[src/rtl/reg_file.sv]
// reg_file: 32 x 32-bit RISC-V integer register file.
// Two combinational read ports, one synchronous write port and one debug read port.
// x0 reads as zero, x2 (sp) resets to SP_RESET, and an optional bypass
// forwards a same-cycle write to the read ports.
module reg_file #(
  parameter int unsigned           DATA_WIDTH = 32,
  parameter int unsigned           ADDR_WIDTH = 5,
  parameter logic [DATA_WIDTH-1:0] SP_RESET   = '0,
  parameter bit                    BYPASS     = 1'b1
) (
  input  logic                  i_clk,
  input  logic                  i_rst_n,
  input  logic [ADDR_WIDTH-1:0] i_rs1_addr,
  input  logic [ADDR_WIDTH-1:0] i_rs2_addr,
  output logic [DATA_WIDTH-1:0] o_rs1_data,
  output logic [DATA_WIDTH-1:0] o_rs2_data,
  input  logic                  i_rd_we,
  input  logic [ADDR_WIDTH-1:0] i_rd_addr,
  input  logic [DATA_WIDTH-1:0] i_rd_data,
  input  logic [ADDR_WIDTH-1:0] i_dbg_addr,
  output logic [DATA_WIDTH-1:0] o_dbg_data
);

  localparam int DEPTH = 1 << ADDR_WIDTH;
  localparam int SP_IDX = 2;

  logic [DATA_WIDTH-1:0] regs_q [DEPTH];
  logic [DATA_WIDTH-1:0] regs_d [DEPTH];

  logic                  wr_en;
  logic                  bypass_en;
  logic [DATA_WIDTH-1:0] rs1_stored;
  logic [DATA_WIDTH-1:0] rs2_stored;

  // A write commits only to a non-zero destination; x0 is never stored.
  assign wr_en = i_rd_we && (i_rd_addr != '0);

  // Forwarding is suppressed during reset so the read ports show reset contents.
  assign bypass_en = BYPASS && i_rst_n && wr_en;

  // Next-state of the register array: hold everything, then apply the write.
  always_comb begin
    // NOTE: every element gets its default before the conditional write, so
    // no path leaves regs_d unassigned and no latch is inferred.
    regs_d    = regs_q;
    regs_d[0] = '0;
    if (wr_en) begin
      regs_d[i_rd_addr] = i_rd_data;
    end
  end

  // Register array update with asynchronous reset to architectural reset values.
  always_ff @(posedge i_clk or negedge i_rst_n) begin
    if (!i_rst_n) begin
      // NOTE: the array is reset deliberately -- x2 must come up as SP_RESET
      // and all other registers as zero, so this is architectural state, not
      // scratch RAM, and it uses non-blocking assignments like all state.
      for (int i = 0; i < DEPTH; i++) begin
        regs_q[i] <= (i == SP_IDX) ? SP_RESET : '0;
      end
    end else begin
      regs_q <= regs_d;
    end
  end

  // Stored-state reads; index 0 is forced to zero independently of storage.
  assign rs1_stored = (i_rs1_addr == '0) ? '0 : regs_q[i_rs1_addr];
  assign rs2_stored = (i_rs2_addr == '0) ? '0 : regs_q[i_rs2_addr];
  assign o_dbg_data = (i_dbg_addr == '0) ? '0 : regs_q[i_dbg_addr];

  // Read ports with optional same-cycle write forwarding.
  assign o_rs1_data = (bypass_en && (i_rd_addr == i_rs1_addr)) ? i_rd_data : rs1_stored;
  assign o_rs2_data = (bypass_en && (i_rd_addr == i_rs2_addr)) ? i_rd_data : rs2_stored;

endmodule

[config.mk]
export PLATFORM = sky130hd
export DESIGN_NAME = reg_file
export DESIGN_NICKNAME = d
export VERILOG_FILES = /design/src/rtl/reg_file.sv
export SDC_FILE = /design/constraint.sdc
export NUM_CORES = 2
export LEC_CHECK = 0
export ABC_AREA = 1
export CORE_UTILIZATION = 25
export DETAILED_ROUTE_END_ITERATION = 7
export GPL_ROUTABILITY_DRIVEN = 0
export PLACE_DENSITY = 0.47
export SYNTH_ARGS = -nofsm -noshare
export SYNTH_HDL_FRONTEND = slang
export SYNTH_SLANG_ARGS = --single-unit
[constraint.sdc]
create_clock -name i_clk -period 2.95 [get_ports i_clk]
set_input_delay 0.59 -clock i_clk [delete_from_list [all_inputs] [get_ports i_clk]]
set_output_delay 0.59 -clock i_clk [all_outputs]
set_load 0.02 [all_outputs]
## Yosys cells after proc, flatten, opt, wreduce, memory -nomap -nowiden

Cells that the tools add are included.

| cells by class | value |
|---|---|
| muxes and demuxes | 18 |
| equality and inequality tests | 2 |
| $lt $le $gt $ge | 5 |
| bitwise operators | 4 |
| reduce and logical (&&, ||, !) cells | 9 |

Operators with widths:

| kind | count |
|---|---|
| 1024-bit bitwise mux | 1 |
| 1024-bit 2-to-1 mux | 1 |
| 32-bit binary-select mux with 5-bit select | 3 |
| 32-bit 2-to-1 mux | 12 |
| 32-bit demux with 5-bit select | 1 |
| 6-bit >= comparator, second input constant | 4 |
| 5-bit NOT with 6-bit output | 4 |
| 5-bit logical NOT | 3 |
| 5-bit equality test | 2 |
| 6-bit by 1-bit < comparator with 1-bit output, second input constant | 1 |
| 1-bit logical AND | 5 |
| 5-bit nonzero test | 1 |

| storage, ports and cells | value |
|---|---|
| register bits after elaboration | 1024 |
| output and inout port bits | 96 |

## Logic depth before layout (Yosys ltp)

| depth | value |
|---|---|
| depth in word-level cells | 7 |
| mapped depth | 13 |
| mapped depth without buffers | 9 |

## Worst setup path before layout

Ideal clock, no wire load.

| timing | value |
|---|---|
| kind | in2out |
| start point | input i_dbg_addr[0] |
| end point | output o_dbg_data[17] |
| setup slack | 0.255 ns |
| data arrival time | 2.105 ns |
| stages | 13 |
| required time | 2.360 ns |
| cells stage by stage | buf_2 inv_1 buf_2 buf_2 clkbuf_1 nand2_1 nand3_1 nand3_1 nand2_1 nand2_1 nand3_1 nand2_1 nor2_1 |

| between the ends | value |
|---|---|
| word-level cells in the longest chain between the ends | 5 |
| elaborated cells between the ends (all ways) | 6 |
| classes of those cells | mux (4); bitwise (1); reduce/logical (1) |

Ends and longest elaborated chain:

| element | line | RTL |
|---|---|---|
| from (decl) | 20 | `input logic [ADDR_WIDTH-1:0] i_dbg_addr,` |
| 5-bit NOT with 6-bit output (not written as such) | 69 | `assign o_dbg_data = (i_dbg_addr == '0) ? '0 : regs_q[i_dbg_addr];` |
| 32-bit binary-select mux with 5-bit select | 69 |  |
| 32-bit 2-to-1 mux (not written as such) (2 in series) | 69 |  |
| 32-bit 2-to-1 mux (*) | 69 |  |
| to (decl) | 21 | `output logic [DATA_WIDTH-1:0] o_dbg_data` |

Mark *: on every way between the ends. The rest lies on a longest branch, timed or not. The select of a mux whose other input is x is not followed.

## Worst setup path after layout

| timing | value |
|---|---|
| start point | input i_rs2_addr[0] |
| end point | output o_rs2_data[8] |

| between the ends | value |
|---|---|
| word-level cells in the longest chain between the ends | 6 |
| elaborated cells between the ends (all ways) | 9 |
| classes of those cells | eq/ne (1); mux (5); bitwise (1); reduce/logical (2) |

Ends and longest elaborated chain:

| element | line | RTL |
|---|---|---|
| from (decl) | 14 | `input logic [ADDR_WIDTH-1:0] i_rs2_addr,` |
| 5-bit NOT with 6-bit output (not written as such) | 68 | `assign rs2_stored = (i_rs2_addr == '0) ? '0 : regs_q[i_rs2_addr];` |
| 32-bit binary-select mux with 5-bit select | 68 |  |
| 32-bit 2-to-1 mux (not written as such) (2 in series) | 68 |  |
| 32-bit 2-to-1 mux | 68 |  |
| 32-bit 2-to-1 mux (*) | 73 | `assign o_rs2_data = (bypass_en && (i_rd_addr == i_rs2_addr)) ? i_rd_data : rs2_stored;` |
| to (decl) | 16 | `output logic [DATA_WIDTH-1:0] o_rs2_data,` |

Marked as above.

==> summary.md <==
| Metric | Value |
|---|---|
| Status | complete, but fails checks |
| Failing checks | setup timing |
| Reg power frac | 0.369 |
| Post-DP Area | 0.0811 sq mm |
| HPWL Detailed | 261000 microns |
| Final setup vio count | 32 |
| Most frequent cells in the layout | nand2_1, o21ai_0, nand3_1, dfrtp_1, buf_4 |
| Crit path capture type | output pin |
| Clock-pin slew on the worst setup and hold paths | 50 ps |
| Syn Inst Count | 10.6k |
| GRT Overall Usage | 0.293 |
| FF+latch area | 0.0256 sq mm |
| Routed vias/inst | 5.48 |
| Drt first pass iters | 7 |
| Fillers | 28.0k |
| Worst slew pin tran | 1110 ps |
| Critical Path End | o_rs2_data[8] |
| Startpoint type of the worst setup path | input port |
| Final worst slack | -96.1 ps |
| Power per cell area | 565 mW/mm^2 |
| Num rows | 189 |
| MaxCap Viol Count | 0 |
| Die area | 0.270 sq mm |
| Final worst path period need | 3050 ps |
| Met3 WL post-DR | 40500 microns |
| Design area | 0.0930 sq mm |
| IO Port Bufs | 150 |
| WL met1 | 153000 microns |
| CP Data Arrival Time | 2460 ps |
| Initial antenna violation count | 18 |
| Synth warn | 0 |
| H-tree depth | 4 |
| Pint | 33.6 mW |
| DRT iter0 DRCs | 11.4k |
| Vias in the first global route | 74.0k |
| Synth cell types | 27 |
| Die Wd | 520 microns |
| Drt drc | 0 |
| RSZ-0062 raised after global routing | yes |
| Worst Hold Class | in2async |
| Switching Share | 0.361 |
| CTS Buffer Depth | 3 |
| Max Clk Rate | 0.328 GHz |
| Antenna viol nets, final | 0 |
| Sequential area share after synthesis | 0.382 |
| FF-to-FF setup slack | 2010 ps |
| CTS Root Buffer Type | clkbuf_16 |
| Top layer in use | met5 |
| Initial core utilization | 0.252 |
| Layout cells sized above 1 | 0.183 |
| Clock share of power | 0.346 |
| Final Cycle Share | 1.03 |
| Core Area | 0.266 sq mm |
| Area grow syn2layout | 38.8% |
| Commonest non-fill, non-tap cell in the layout | nand2_1 |
| Critical Path Source | i_rs2_addr[0] |
| Drt wl/cell | 28.0 microns |
| Required @ worst endpoint | 2360 ps |
| Worst Path Max Fanout | 11 |
| Worst Reg-to-Reg Cells | 4 |
| First-pass GRT wire length | 571000 microns |
| Hold_ws | 62.2 ps |
| Final wirelength | 414000 microns |
| TritonCTS Buffers | 135 |
| Leak Pwr | 42.6 nW |
| Die Y | 520 microns |
| Multi-input gate area | 0.0389 sq mm |
| Met2 WL | 179000 microns |
| Hold Fails Final Rpt | 0 |
| Switch Pwr | 18.9 mW |
| Worst vdd ir | 0.680 mV |
| CTS tree | yes |
| Synthesized area per cell | 6.33 sq um |
| Post-Synthesis Cell Area | 0.0670 sq mm |
| Crit Path Category | in2out |
| Setup_tns | -1120 ps |
| Largest net degree at the start of global routing | 165 |
| Pins over their slew limit | 0 |
| Vias | 81.0k |
| Synth Register Bits | 1024 |
| Worst rel slew slack | 0.261 |
| Total clock sinks | 1024 |
| Nets | 11.2k |
| Clock Skew | 0 ps |
| Comb pwr share | 0.285 |
| Latest clock arrival within the worst-skew pair | 820 ps |
| IO Pins | 151 |
| GRT Residual Overflow | 0 |
-- worst min-delay path by stage --
stage / from / to / slack, ps / cells after the start
floorplan: i_rst_n / asynchronous set/reset pin / 290 / 0
global placement: register / register / 470 / 2
detailed placement: register / register / 470 / 2
CTS: i_rst_n / asynchronous set/reset pin / 40 / 3
global route: i_rst_n / asynchronous set/reset pin / 90 / 3
finish: i_rst_n / asynchronous set/reset pin / 60 / 3
-- stage by stage --
stage               std cells  power, mW  utilization  setup WS (ps)
global route            14800       54.8        0.350           -103
global placement        14300       32.3        0.305          -1190
CTS                     14700       51.8        0.342          -62.7
finish                  14800       52.5        0.350          -96.1
detailed placement      14300       32.5        0.305          -1090
floorplan               10600       26.1            -            255
-- synthesized netlist by cell type --
| cell type | number | share of area |
|---|---|---|
| a21oi_1 | 407 | 0.030 |
| a21oi_2 | 2 | 0.00026 |
| buf_1 | 99 | 0.0055 |
| buf_2 | 155 | 0.012 |
| clkbuf_1 | 673 | 0.038 |
| clkinv_1 | 1 | 0.000056 |
| conb_1 | 1 | 0.000056 |
| dfrtp_1 | 1024 | 0.38 |
| inv_1 | 409 | 0.023 |
| inv_2 | 10 | 0.00056 |
| nand2_1 | 4093 | 0.23 |
| nand2_2 | 8 | 0.00075 |
| nand3_1 | 1393 | 0.10 |
| nand4_1 | 2 | 0.00019 |
| nor2_1 | 565 | 0.032 |
| nor2_2 | 3 | 0.00028 |
| nor2_4 | 2 | 0.00034 |
| nor3_1 | 5 | 0.00037 |
| nor3_2 | 11 | 0.0016 |
| nor4_1 | 1 | 0.000093 |
| nor4_4 | 1 | 0.00032 |
| o211ai_1 | 273 | 0.031 |
| o21ai_0 | 1376 | 0.10 |
| o21ai_1 | 49 | 0.0037 |
| o21bai_2 | 1 | 0.00017 |
| or2_2 | 24 | 0.0022 |
| xnor2_1 | 4 | 0.00052 |
-- layer usage --
metal  GRT usage  vias to the layer above
li1            -                    35700
met1       0.355                    38500
met2       0.450                     5362
met3      0.0572                     1358
met4       0.245                        2
met5           0                        -
-- repair_timing --
action	CTS	global route
hold endpoints to repair	4	0
cloned	45	28
resized for setup	619	400
endpoints found under the setup margin	94	94
hold buffers	1	0
setup buffers	137	51
pin swaps	179	217
-- kinds of logic (layout without fill, tap and decap cells) --
group,after synthesis,after routing,synth area share
flip-flops,1024,1024,0.382
XOR/XNOR,4,4,0.000523
buffers and inverters,1347,1971,0.0783
other,1,48,0.0000559
AO/OA/AOI/OAI,2108,2108,0.168
AND/OR/NAND/NOR,6108,6108,0.371
-- critical path, cell delays in order --
cell,delay (ps)
buf_16,170
inv_12,70
buf_12,160
buf_12,170
buf_12,130
buf_12,130
o211ai_1,150
a21oi_1,90
nor2_1,150
nand2_1,110
buf_6,150
nand3_1,80
nand2_2,80
buf_6,130
-- power groups by stage --
stage	clock, mW	combinational [mW]	sequential (mW)
6_report	18.2	15.0	19.4
4_1_cts	18.4	14.2	19.2
3_5_place_dp	0	13.1	19.4
2_1_floorplan	0	7.47	18.7
3_3_place_gp	0	12.9	19.4
5_1_grt	18.9	16.2	19.7
-- cell type report --
type | count | share of cell area
timing repair buffer | 1304 | 0.189
clock inverter | 48 | 0.00726
timing repair inverter | 1 | 0.000121
sequential | 1024 | 0.275
clock buffer | 198 | 0.0439
multi-input combinational | 8252 | 0.418
tap | 3533 | 0.0475
inverter | 420 | 0.0180
antenna | 16 | 0.000430
Note: power is estimated with default switching activity, not from simulation.
